**config.mk**
```make
export PLATFORM = sky130hd
export DESIGN_NAME = inst_fifo
export DESIGN_NICKNAME = d
export VERILOG_FILES = /design/src/rtl/inst_fifo_pkg.sv /design/src/rtl/inst_fifo_ram.sv /design/src/rtl/inst_fifo.sv
export SDC_FILE = /design/constraint.sdc
export NUM_CORES = 2
export LEC_CHECK = 0
export ABC_AREA = 0
export ABC_CLOCK_PERIOD_IN_PS = 13300
export BUFFER_PORTS_ARGS = -buffer_cell sky130_fd_sc_hd__buf_2
export CAP_MARGIN = 15
export CORE_ASPECT_RATIO = 1.1
export CORE_MARGIN = 2
export CORE_UTILIZATION = 50
export CTS_CLUSTER_SIZE = 25
export DETAILED_ROUTE_END_ITERATION = 6
export PLACE_DENSITY_LB_ADDON = 0.3
export SYNTH_ARGS = -nofsm -noshare
export SYNTH_HDL_FRONTEND = slang
export SYNTH_SLANG_ARGS = --single-unit
```
**constraint.sdc**
```tcl
create_clock -name clk -period 13.3 [get_ports clk]
set_input_delay 0.665 -clock clk [delete_from_list [all_inputs] [get_ports clk]]
set_output_delay 0.665 -clock clk [all_outputs]
set_load 0.03 [all_outputs]
```
**src/rtl/inst_fifo_pkg.sv**
```systemverilog
// Shared types for the fetch-to-issue instruction queue.
// One entry carries the PC, the instruction word and the fetch-exception flag.
package inst_fifo_pkg;

    localparam int unsigned ENTRY_W     = 65;
    localparam int unsigned FETCH_WIDTH = 2;
    localparam int unsigned ISSUE_WIDTH = 2;

    typedef struct packed {
        logic [31:0] pc;
        logic [31:0] inst;
        logic        exc;
    } fifo_entry_t;

endpackage

```
**src/rtl/inst_fifo_ram.sv**
```systemverilog
// Instruction queue storage: two write ports and two asynchronous read ports.
// The contents are not reset; the pointer logic decides which entries are valid.
module inst_fifo_ram
    import inst_fifo_pkg::*;
#(
    parameter  int unsigned DEPTH = 16,
    localparam int unsigned AW    = $clog2(DEPTH)
) (
    input  logic          clk,
    input  logic          we0_i,
    input  logic          we1_i,
    input  logic [AW-1:0] waddr0_i,
    input  logic [AW-1:0] waddr1_i,
    input  fifo_entry_t   wdata0_i,
    input  fifo_entry_t   wdata1_i,
    input  logic [AW-1:0] raddr0_i,
    input  logic [AW-1:0] raddr1_i,
    output fifo_entry_t   rdata0_o,
    output fifo_entry_t   rdata1_o
);

    fifo_entry_t mem_q [DEPTH];

    // The two write addresses are always consecutive, so they never collide.
    always_ff @(posedge clk) begin
        if (we0_i) mem_q[waddr0_i] <= wdata0_i;
        if (we1_i) mem_q[waddr1_i] <= wdata1_i;
    end

    assign rdata0_o = mem_q[raddr0_i];
    assign rdata1_o = mem_q[raddr1_i];

endmodule

```
**src/rtl/inst_fifo.sv**
```systemverilog
// Dual-write / dual-read instruction queue between fetch and dual issue.
// Holds the pointer, occupancy, overflow and PC-stall logic around inst_fifo_ram.
module inst_fifo
    import inst_fifo_pkg::*;
#(
    parameter  int unsigned DEPTH        = 16,
    parameter  int unsigned STALL_MARGIN = 4,
    localparam int unsigned AW           = $clog2(DEPTH)
) (
    input  logic          clk,
    input  logic          resetn,
    input  logic          fifo_flush,
    input  logic          issue_stall,
    input  logic          w_en0,
    input  logic          w_en1,
    input  logic [31:0]   w_pc0,
    input  logic [31:0]   w_pc1,
    input  logic [31:0]   w_inst0,
    input  logic [31:0]   w_inst1,
    input  logic          w_exc0,
    input  logic          w_exc1,
    input  logic          pop0,
    input  logic          pop1,
    output logic          r_valid0,
    output logic          r_valid1,
    output logic [31:0]   r_pc0,
    output logic [31:0]   r_pc1,
    output logic [31:0]   r_inst0,
    output logic [31:0]   r_inst1,
    output logic          r_exc0,
    output logic          r_exc1,
    output logic          fifo_stall_req,
    output logic [AW:0]   count,
    output logic          overflow
);

    typedef logic [AW:0] ptr_t;

    localparam ptr_t DEPTH_P  = ptr_t'(DEPTH);
    localparam ptr_t MARGIN_P = ptr_t'(STALL_MARGIN);

    ptr_t wptr_q, wptr_d;
    ptr_t rptr_q, rptr_d;
    logic overflow_q, overflow_d;

    ptr_t cnt;
    ptr_t req_pop, req_wr;
    ptr_t n_pop, n_wr;
    ptr_t free_after;
    logic wr_drop;

    fifo_entry_t wdata0, wdata1, rdata0, rdata1;

    assign cnt = wptr_q - rptr_q;

    // Free space is measured after this cycle's pops so a full queue can
    // accept writes while issue drains it in the same cycle.
    always_comb begin
        req_pop    = ptr_t'(pop0) + ptr_t'(pop1);
        req_wr     = w_en0 ? (ptr_t'(1) + ptr_t'(w_en1)) : '0;
        n_pop      = (issue_stall || fifo_flush) ? '0
                   : ((req_pop > cnt) ? cnt : req_pop);
        free_after = DEPTH_P - (cnt - n_pop);
        n_wr       = (req_wr > free_after) ? free_after : req_wr;
        wr_drop    = (w_en1 && !w_en0) || (req_wr > free_after);

        if (fifo_flush) begin
            wptr_d     = '0;
            rptr_d     = '0;
            overflow_d = 1'b0;
        end else begin
            wptr_d     = wptr_q + n_wr;
            rptr_d     = rptr_q + n_pop;
            overflow_d = overflow_q || wr_drop;
        end
    end

    always_ff @(posedge clk or negedge resetn) begin
        if (!resetn) begin
            wptr_q     <= '0;
            rptr_q     <= '0;
            overflow_q <= 1'b0;
        end else begin
            wptr_q     <= wptr_d;
            rptr_q     <= rptr_d;
            overflow_q <= overflow_d;
        end
    end

    assign wdata0 = '{pc: w_pc0, inst: w_inst0, exc: w_exc0};
    assign wdata1 = '{pc: w_pc1, inst: w_inst1, exc: w_exc1};

    inst_fifo_ram #(
        .DEPTH (DEPTH)
    ) u_ram (
        .clk      (clk),
        .we0_i    (!fifo_flush && (n_wr != '0)),
        .we1_i    (!fifo_flush && (n_wr == ptr_t'(2))),
        .waddr0_i (wptr_q[AW-1:0]),
        .waddr1_i (wptr_q[AW-1:0] + AW'(1)),
        .wdata0_i (wdata0),
        .wdata1_i (wdata1),
        .raddr0_i (rptr_q[AW-1:0]),
        .raddr1_i (rptr_q[AW-1:0] + AW'(1)),
        .rdata0_o (rdata0),
        .rdata1_o (rdata1)
    );

    assign r_valid0       = (cnt != '0);
    assign r_valid1       = (cnt >= ptr_t'(2));
    assign r_pc0          = rdata0.pc;
    assign r_pc1          = rdata1.pc;
    assign r_inst0        = rdata0.inst;
    assign r_inst1        = rdata1.inst;
    assign r_exc0         = rdata0.exc;
    assign r_exc1         = rdata1.exc;
    assign fifo_stall_req = (DEPTH_P - cnt) < MARGIN_P;
    assign count          = cnt;
    assign overflow       = overflow_q;

endmodule
```
==> run summary <==
unrepaired setup endpoints after global routing - no
kind of critical path - flop to flop
Cell Chain, Critical Path - inv_1 > ha_1 > fa_1 > ha_1 > nor2b_1 > o21ai_0 > nor4_1 > mux2i_1 > nor3_1 > ha_1 > ha_1 > inv_1 > ha_1 > a21oi_1 > o211ai_1 > or3_1 > buf_4 > a211oi_4 > buf_4 > o21bai_4 > buf_4 > buf_4
io pins - 277
GR Overflow Total - 0
Sequential Power Share - 0.386
commonest non-fill, non-tap cells in the layout - edfxtp_1, mux4_2, mux2_2
Filler cells - 9216
initial antenna violation count - 40
pwr dens - 156.5 nW/um^2
final wirelength - 185.7 mm
family with the most delay on the worst path - buffers and inverters
run status - finished clean
die height - 371.3 um
total iterations of the first detailed-routing run - 5
Int Power - 7118 uW
fin crit period - 8.315 ns
vias in the first global route - 38036
detailed-route DRC error count - 0
Final ANT Viol Nets - 0
period utilization - 0.6252
clock sinks - 1051
Top Metal Used - met5
Max Transition Viols Final - 0
CTS Buf Count - 111
Post-synth EDFFs - 1040
Bufs and invs on worst path - 6
fmax - 120.3 MHz
Placed Cells - 4914
Worst Path Required - 13.65 ns
# setup viols final - 0
layout cells sized above 1 - 0.5097
Critical Path Fanout Max - 36
Clock Root Buffer - clkbuf_16
GRT Resource Usage Total - 0.2977
die area - 125500 um^2
met1 WL - 68.52 mm
post-synthesis cell type count - 44
max-cap viol count - 0
nets - 3565
Comb power frac - 0.315
Relative slew margins - 0.1879
largest net degree at the start of global routing - 147
Slowest-stage cell, CP - dfrtp_1
met2 wire len - 91.05 mm
wire length per cell - 36.14 um
vias post-DR - 36334
switching pwr - 3421 uW
Clock power frac - 0.299
FFs w/ async S/R, synth - 0.01047
1st-iter DRT viols - 3979
CTS tree - yes
Synth Register Bits - 1051
Final Hold Viols - 0
prevailing post-synth register cell - edfxtp_1
post-route insts no fill - 5138
Longest Clk Path Bufs - 3
# rows - 134
port bufs - 276
later-pin clock latency in the skew report - 0.74 ns
Final TNS setup - 0 ns
slowest cell delay on critical path - 0.73 ns
H-Tree Depth - 3
Lkg Pwr - 0.02094 uW
actual slew at the worst max-slew pin - 1.215 ns
VDD IR max - 142.7 uV
Crit path arrival time - 8.66 ns
DIE WIDTH - 337.9 um
GPL Wtd Cong - 0.8491
WL met3 - 18.17 mm
Sw Share - 0.3246
initial core utilization - 0.5045
Post-Syn Instances - 3311
syn_area_per_cell - 18.52 um^2
Critical Path Most Common Cell - ha_1
mapped cell area - 61330 um^2
Crit. End Element - flop
first-pass GRT wire length - 267.0 mm
hold_ws - 0.3176 ns
clock skew - 0.03077 ns
hpwl dp - 102.3 mm
Worst Hold Class - input pin to flop
crit start category - flop
core area - 121600 um^2
sequential area share after synthesis - 0.5137
commonest non-fill, non-tap cell in the layout - edfxtp_1
Reg area - 31520 um^2
Multi-input gate area - 27960 um^2
vias per cell - 7.072
synth warn - 0
reg2reg setup slack - 4.98 ns
Area growth, synth to finish - 9.832%
Clock transition at path regs - 0.06 ns
[cells in the mapped netlist, drive strengths merged, types with 5 or more instances]
library cell | count | share of area
mux4 | 650 | 0.24
inv | 19 | 0.0012
a21o | 6 | 0.00073
nor4 | 5 | 0.00051
buf | 180 | 0.020
xnor2 | 9 | 0.0015
edfxtp | 1040 | 0.51
mux2 | 1041 | 0.19
dfrtp | 11 | 0.0045
ha | 26 | 0.0053
xor2 | 6 | 0.00086
a211oi | 12 | 0.0024
a21oi | 13 | 0.0011
nor3 | 10 | 0.00082
o21ai | 5 | 0.00059
nor2 | 14 | 0.00086
clkbuf | 218 | 0.013
nand2b | 5 | 0.00051
nor2b | 6 | 0.00061
[worst register-to-register path, delay by kind of cell, from the launching register on]
kind	cells	cell delay [ns]
AOI/OAI and AO/OA	5	1.11
and+or+nand+nor	4	1.38
DFF	1	0.73
buffers and inverters	6	2.41
muxes	1	0.16
adders and majority gates	6	2.13
[final timing paths]
check,end,cells past startpoint,startpoint
max,u_ram.mem_q[4][51],22,wptr_q[0]
min,overflow,3,w_en1
max reg2reg,u_ram.mem_q[4][51],22,wptr_q[0]
min reg2reg,wptr_q[4],2,wptr_q[4]
max in group asynchronous,rptr_q[2],2,resetn
min in group asynchronous,rptr_q[1],2,resetn
[what timing repair did]
item / 4_1_cts / 5_1_grt
setup buffers: 0 / 0
hold endpoints to repair: 11 / 0
gates resized for setup: 0 / 0
hold buffers: 1 / 0
[power by group through the flow]
stage	logic (uW)	registers (uW)	clock network [uW]
after detailed placement	3310	4130	0
after floorplan	2360	4090	0
after global placement	3270	4100	0
final	3320	4070	3150
after CTS	3330	4060	3180
after global routing	3490	4080	3310
[area by class of cell]
class / count / area share
sequential: 1051 / 0.4679
multi-input combinational: 1847 / 0.4151
clock buffer: 135 / 0.04289
timing repair buffer: 366 / 0.03124
tap: 1632 / 0.03031
clock inverter: 69 / 0.01070
inverter: 20 / 0.001189
antenna: 18 / 0.0006687
[cells by family (layout without fill, tap and decap cells)]
| kind of cell | count (synthesis) | after routing | synth area share |
|---|---|---|---|
| AOI/OAI and AO/OA | 48 | 48 | 0.007528 |
| xor gates and xnor gates | 15 | 15 | 0.002387 |
| adders and majority gates | 30 | 30 | 0.006610 |
| buffers and inverters | 418 | 590 | 0.03476 |
| DFF | 1051 | 1051 | 0.5137 |
| muxes | 1695 | 1695 | 0.4305 |
| other | 1 | 24 | 0.00006115 |
| and+or+nand+nor | 53 | 53 | 0.004448 |
[per-layer routing]
| layer | up-vias | GRT usage |
|---|---|---|
| met3 | 483 | 0.06467 |
| met4 | 34 | 0.1270 |
| met1 | 19555 | 0.3915 |
| met2 | 2128 | 0.4803 |
| met5 | - | 0 |
| li1 | 14134 | - |
[flip-flops by register name (all words and copies together) (netlist names)]
signal,count
overflow,1
u_ram.mem_q,1040
rptr_q,5
wptr_q,5
[per-stage QoR]
step           area, um^2  worst slack [ns]  total power, uW  utilization
5_1_grt             67340             4.693            10880       0.5540
4_1_cts             67290             5.088            10570       0.5535
3_3_place_gp        63670             5.376             7379       0.5238
6_report            67360             4.985            10540       0.5541
2_1_floorplan       61350             1.266             6456            -
3_5_place_dp        63670             5.176             7443       0.5238
(Power assumes the default switching activity.)
